$ cat src/rtl/ram_pkg.sv
// Shared widths and FSM states for the burst RAM controller.
// Imported by the controller, its read slice, the RAM and benches.
package ram_pkg;

  localparam int ADDR_W = 8;
  localparam int DATA_W = 32;

  typedef enum logic [1:0] {
    IDLE,
    WRITE,
    READ,
    DRAIN
  } state_t;

endpackage

$ cat src/rtl/ram_rd_slice.sv
// Read output register: valid/data hold with load and clear.
// Ports: clk, rst_n, load, clear, din -> valid, data.
module ram_rd_slice
  import ram_pkg::*;
#(
  parameter int DATA_W = ram_pkg::DATA_W
) (
  input  logic              clk,
  input  logic              rst_n,
  input  logic              load,
  input  logic              clear,
  input  logic [DATA_W-1:0] din,
  output logic              valid,
  output logic [DATA_W-1:0] data
);

  always_ff @(posedge clk or negedge rst_n) begin
    if (!rst_n) begin
      valid <= 1'b0;
      data  <= '0;
    end else if (load) begin
      valid <= 1'b1;
      data  <= din;
    end else if (clear) begin
      valid <= 1'b0;
    end
  end

endmodule

$ cat src/rtl/ram_burst_ctrl.sv
// Burst controller: cmd -> write/read bursts on a 1-port RAM.
// Ports: cmd_*, wr_* stream, rd_* stream, done/busy, mem_*.
module ram_burst_ctrl
  import ram_pkg::*;
#(
  parameter int ADDR_W = ram_pkg::ADDR_W,
  parameter int DATA_W = ram_pkg::DATA_W
) (
  input  logic              clk,
  input  logic              rst_n,
  input  logic              cmd_valid,
  output logic              cmd_ready,
  input  logic              cmd_write,
  input  logic [ADDR_W-1:0] cmd_addr,
  input  logic [ADDR_W-1:0] cmd_len,
  input  logic              wr_valid,
  output logic              wr_ready,
  input  logic [DATA_W-1:0] wr_data,
  output logic              rd_valid,
  input  logic              rd_ready,
  output logic [DATA_W-1:0] rd_data,
  output logic              done,
  output logic              busy,
  output logic              mem_write_en,
  output logic              mem_read_en,
  output logic [ADDR_W-1:0] mem_addr,
  output logic [DATA_W-1:0] mem_wdata,
  input  logic [DATA_W-1:0] mem_rdata
);

  state_t            state;
  logic [ADDR_W-1:0] addr_q;
  logic [ADDR_W-1:0] cnt_q;
  logic              wr_hs;
  logic              rd_issue;
  logic              rd_hs;
  logic              last;

  assign cmd_ready = (state == IDLE);
  assign busy      = (state != IDLE);
  assign wr_ready  = (state == WRITE);
  assign wr_hs     = wr_ready && wr_valid;
  // Issue only when the output slot is free or being drained.
  assign rd_issue  = (state == READ) && (!rd_valid || rd_ready);
  assign rd_hs     = rd_valid && rd_ready;
  assign last      = (cnt_q == '0);

  assign mem_write_en = wr_hs;
  assign mem_read_en  = rd_issue;
  assign mem_addr     = addr_q;
  assign mem_wdata    = wr_data;

  always_ff @(posedge clk or negedge rst_n) begin
    if (!rst_n) begin
      state  <= IDLE;
      addr_q <= '0;
      cnt_q  <= '0;
      done   <= 1'b0;
    end else begin
      done <= 1'b0;
      unique case (state)
        IDLE: begin
          if (cmd_valid) begin
            addr_q <= cmd_addr;
            cnt_q  <= cmd_len;
            state  <= cmd_write ? WRITE : READ;
          end
        end
        WRITE: begin
          if (wr_valid) begin
            addr_q <= addr_q + ADDR_W'(1);
            cnt_q  <= cnt_q - ADDR_W'(1);
            if (last) begin
              state <= IDLE;
              done  <= 1'b1;
            end
          end
        end
        READ: begin
          if (rd_issue) begin
            addr_q <= addr_q + ADDR_W'(1);
            cnt_q  <= cnt_q - ADDR_W'(1);
            if (last) state <= DRAIN;
          end
        end
        DRAIN: begin
          if (rd_hs) begin
            state <= IDLE;
            done  <= 1'b1;
          end
        end
        default: state <= IDLE;
      endcase
    end
  end

  // A handshake without a same-cycle issue empties the slot.
  ram_rd_slice #(
    .DATA_W(DATA_W)
  ) u_rd_slice (
    .clk  (clk),
    .rst_n(rst_n),
    .load (rd_issue),
    .clear(rd_hs && !rd_issue),
    .din  (mem_rdata),
    .valid(rd_valid),
    .data (rd_data)
  );

endmodule

$ cat config.mk
export PLATFORM = sky130hd
export DESIGN_NAME = ram_burst_ctrl
export DESIGN_NICKNAME = d
export VERILOG_FILES = /design/src/rtl/ram_pkg.sv /design/src/rtl/ram_rd_slice.sv /design/src/rtl/ram_burst_ctrl.sv
export SDC_FILE = /design/constraint.sdc
export NUM_CORES = 1
export LEC_CHECK = 0
export CORE_MARGIN = 5
export CORE_UTILIZATION = 35
export DETAILED_ROUTE_END_ITERATION = 10
export HOLD_SLACK_MARGIN = 0.06
export PLACE_DENSITY = 0.77
export SETUP_SLACK_MARGIN = 0.05
export SLEW_MARGIN = 25
export SYNTH_ARGS = -nofsm -noshare
export SYNTH_HDL_FRONTEND = slang
export SYNTH_HIERARCHICAL = 1
export SYNTH_SLANG_ARGS = --single-unit
$ cat constraint.sdc
create_clock -name clk -period 1.53 [get_ports clk]
set_input_delay 0.306 -clock clk [delete_from_list [all_inputs] [get_ports clk]]
set_output_delay 0.306 -clock clk [all_outputs]
set_load 0.01 [all_outputs]
==> flow_metrics.env <==
export IMPL_clock_fmax_mhz=582.5
export IMPL_rr_startpoint="state[0]"
export IMPL_synth_top_area_share_pct=44.16
export IMPL_drtPass1Iterations=4
export IMPL_drt_iter0_drc=45
export IMPL_die_h_um=101.8
export IMPL_synth_nets=352
export IMPL_nets=487
export IMPL_top_usage_layer="met2"
export IMPL_io_pins=165
export IMPL_period_share_pct=112.2
export IMPL_pwr_share_clk_pct=34.8
export IMPL_rsz0062_at_grt="true"
export IMPL_hold_viol=0
export IMPL_routed_via_count=2484
export IMPL_p_sw_uw=571.7
export IMPL_regToRegSetupSlack_ps=-190
export IMPL_place_congestion=0.7970
export IMPL_hold_depth=1
export IMPL_grtUsageMet2_pct=27.57
export IMPL_globalRouteMet1Util_pct=19.20
export IMPL_fin_ws_ps=-186.7
export IMPL_grt_first_pass_wirelength_um=13020
export IMPL_core_area_um2=8217
export IMPL_ys_seq_elements=52
export IMPL_grtUsageMet3_pct=4.477
export IMPL_holdPathEnd="u_rd_slice/data[11]"
export IMPL_drc=0
export IMPL_violations="setup timing"
export IMPL_yosysSeqAreaShare_pct=44.16
export IMPL_swShare_pct=23.62
export IMPL_pwr_share_seq_pct=56.9
export IMPL_dieArea_um2=10350
export IMPL_synth_edf_count=0
export IMPL_wl_um=8498
export IMPL_layout_commonest_cell="clkdlybuf4s50_1"
export IMPL_routed_via_density=4.978
export IMPL_min_from="u_rd_slice/data[11]"
export IMPL_fp_dieW_um=101.8
export IMPL_area_delta_synth_final_pct=62.46
export IMPL_yosysWarnings=6
export IMPL_finalPower_uw=2421
export IMPL_num_antenna_cells=0
export IMPL_fin_cells=499
export IMPL_yosysUniqueCellTypes=46
export IMPL_slew_headroom_pct=78.45
export IMPL_dp_cells=460
export IMPL_fin_worst_skew_ps=9.235
export IMPL_wl_per_cell_um=17.03
export IMPL_cp_max_fo=4
export IMPL_rows=33
export IMPL_p_leak_uw=0.002342
export IMPL_r2r_cells=5
export IMPL_cp_start_kind="register"
export IMPL_cts_sinks=52
export IMPL_cts_buffers=5
export IMPL_grt_pass1_vias=2594
export IMPL_slew_violations=0
export IMPL_grtUsageTotal_pct=15.73
export IMPL_insertion_delay_ps=310
export IMPL_setup_violations_final=55
export IMPL_port_buffers=100
export IMPL_fin_setup_tns_ps=-5606
export IMPL_vdd_drop_max_uv=359.5
export IMPL_cap_violations=0
export IMPL_netlist_instances=258
export IMPL_syn_area_per_cell_um2=11.42
export IMPL_synthArstFlopShare_pct=100.0
export IMPL_cts_max_level=2
export IMPL_antenna_found_initial=0
export IMPL_synth_flop_cell="dfrtp_1"
export IMPL_mostFrequentLayoutCells="clkdlybuf4s50_1, dfrtp_1, dlygate4sd2_1, buf_4, mux2_4"
export IMPL_grt_overflow=0
export IMPL_pre_cts_ws_ps=-368.1
export IMPL_regToRegEndpoint="state[1]"
export IMPL_cts_root_buffer="clkbuf_8"
export IMPL_cts_tree="done"
export IMPL_synth_area_um2=2947
export IMPL_tightestPinTransition_ps=320.7
export IMPL_clockBufferDepth=2
export IMPL_end_kind="register"
export IMPL_path_clk_slew_ps=110
export IMPL_antenna_left=0
export IMPL_cp_arrival_ps=1910
export IMPL_status="finished, violations left"
export IMPL_grt_max_degree=53
export IMPL_p_comb_share_pct=8.4
export IMPL_drive_above_1_share_pct=42.89
export IMPL_hold_path_class="register to register"
export IMPL_path_class="register to register"
export IMPL_hold_ws_ps=514.5
export IMPL_dp_hpwl_um=5579
export IMPL_synth_area_leaders="dfrtp_1, mux2_4, buf_4"
export IMPL_synth_top_cell_by_area="dfrtp_1"
export IMPL_required_ps=1730
export IMPL_period_minus_slack_ps=1717
export IMPL_cellInternalPower_uw=1849
export IMPL_start_util_pct=35.86
export IMPL_p_per_area_nw_per_um2=505.6
[layout make-up]
type	instances	area, um^2
fill	680	3430
timing repair buffer	170	1672
multi-input combinational	153	1541
sequential	52	1305
tap	105	131.4
clock buffer	5	68.82
inverter	11	41.29
clock inverter	3	27.53
[critical path, cell delays in order (launching register included)]
cell	delay, ps
dfrtp_1	420
buf_6	140
ha_4	180
or2_1	240
a221oi_2	270
mux2_1	350
[cell families (layout without fill, tap and decap cells)]
| kind of cell | count (synthesis) | after routing | share of synthesized area (%) |
|---|---|---|---|
| buffers and inverters | 53 | 189 | 13.04 |
| AO/OA/AOI/OAI | 37 | 37 | 8.068 |
| AND/OR/NAND/NOR | 72 | 72 | 13.97 |
| adder cells (fa/ha/maj) | 8 | 8 | 3.397 |
| multiplexers | 36 | 36 | 17.37 |
| flip-flops | 52 | 52 | 44.16 |
[state kept, by name, summed over array words and instances, names as in the netlist]
register,flops
u_rd_slice/valid,1
u_rd_slice/data,32
mem_addr,8
state,2
done,1
cnt_q,8
[stage by stage]
stage / instance area [um^2] / util (%)
CTS: 4594 / 55.92
detailed placement: 4146 / 50.46
finish: 4787 / 58.26
global route: 4787 / 58.26
floorplan: 3040 / -
global placement: 4146 / 50.46
[cells in the mapped netlist (all sizes together), types with 2 or more instances]
cell type	instances
o21ai	10
and4b	2
nand3	10
nand2b	4
inv	11
nand4	2
o221ai	2
mux2i	2
nor2	10
and4	2
ha	8
nand4b	3
nor3	6
a211oi	2
dfrtp	52
mux2	34
nand2	25
a21oi	10
a22oi	2
clkbuf	4
buf	38
o22ai	3
[repair_timing]
item / in CTS / in global routing
pin swaps: 19 / 19
endpoints found under the setup margin: 97 / 58
buffers inserted: 18 / 11
gates resized for setup: 117 / 37
cloned: 3 / 1
hold buffers: 1 / 0
endpoints found under the hold margin: 52 / 0
[worst max-delay path by stage]
stage             start     endpoint  cells after the start  slack [ps]
6_report       state[0]     state[1]                      5        -190
5_1_grt        state[1]     cnt_q[7]                      8        -230
4_1_cts        state[1]     state[1]                      5        -190
3_5_place_dp   rd_ready     state[1]                      6        -370
3_3_place_gp   rd_ready  mem_read_en                      4        -370
2_1_floorplan  state[0]     state[0]                      5        -100
[per-layer routing]
metal	up-vias	share of wire, %	wire, um
li1	1149	-	-
met1	1212	40	3422
met4	0	1.4	120
met2	107	49	4175
met5	-	0	0
met3	16	9.2	780
[power groups by stage]
stage          clock [uW]  sequential (uW)  combinational (uW)
6_report              842             1380                 203
5_1_grt               936             1380                 218
4_1_cts               874             1380                 200
3_5_place_dp            0             1400                 195
3_3_place_gp            0             1400                 193
2_1_floorplan           0             1400                99.6
Power figures use the tool's default switching activity.
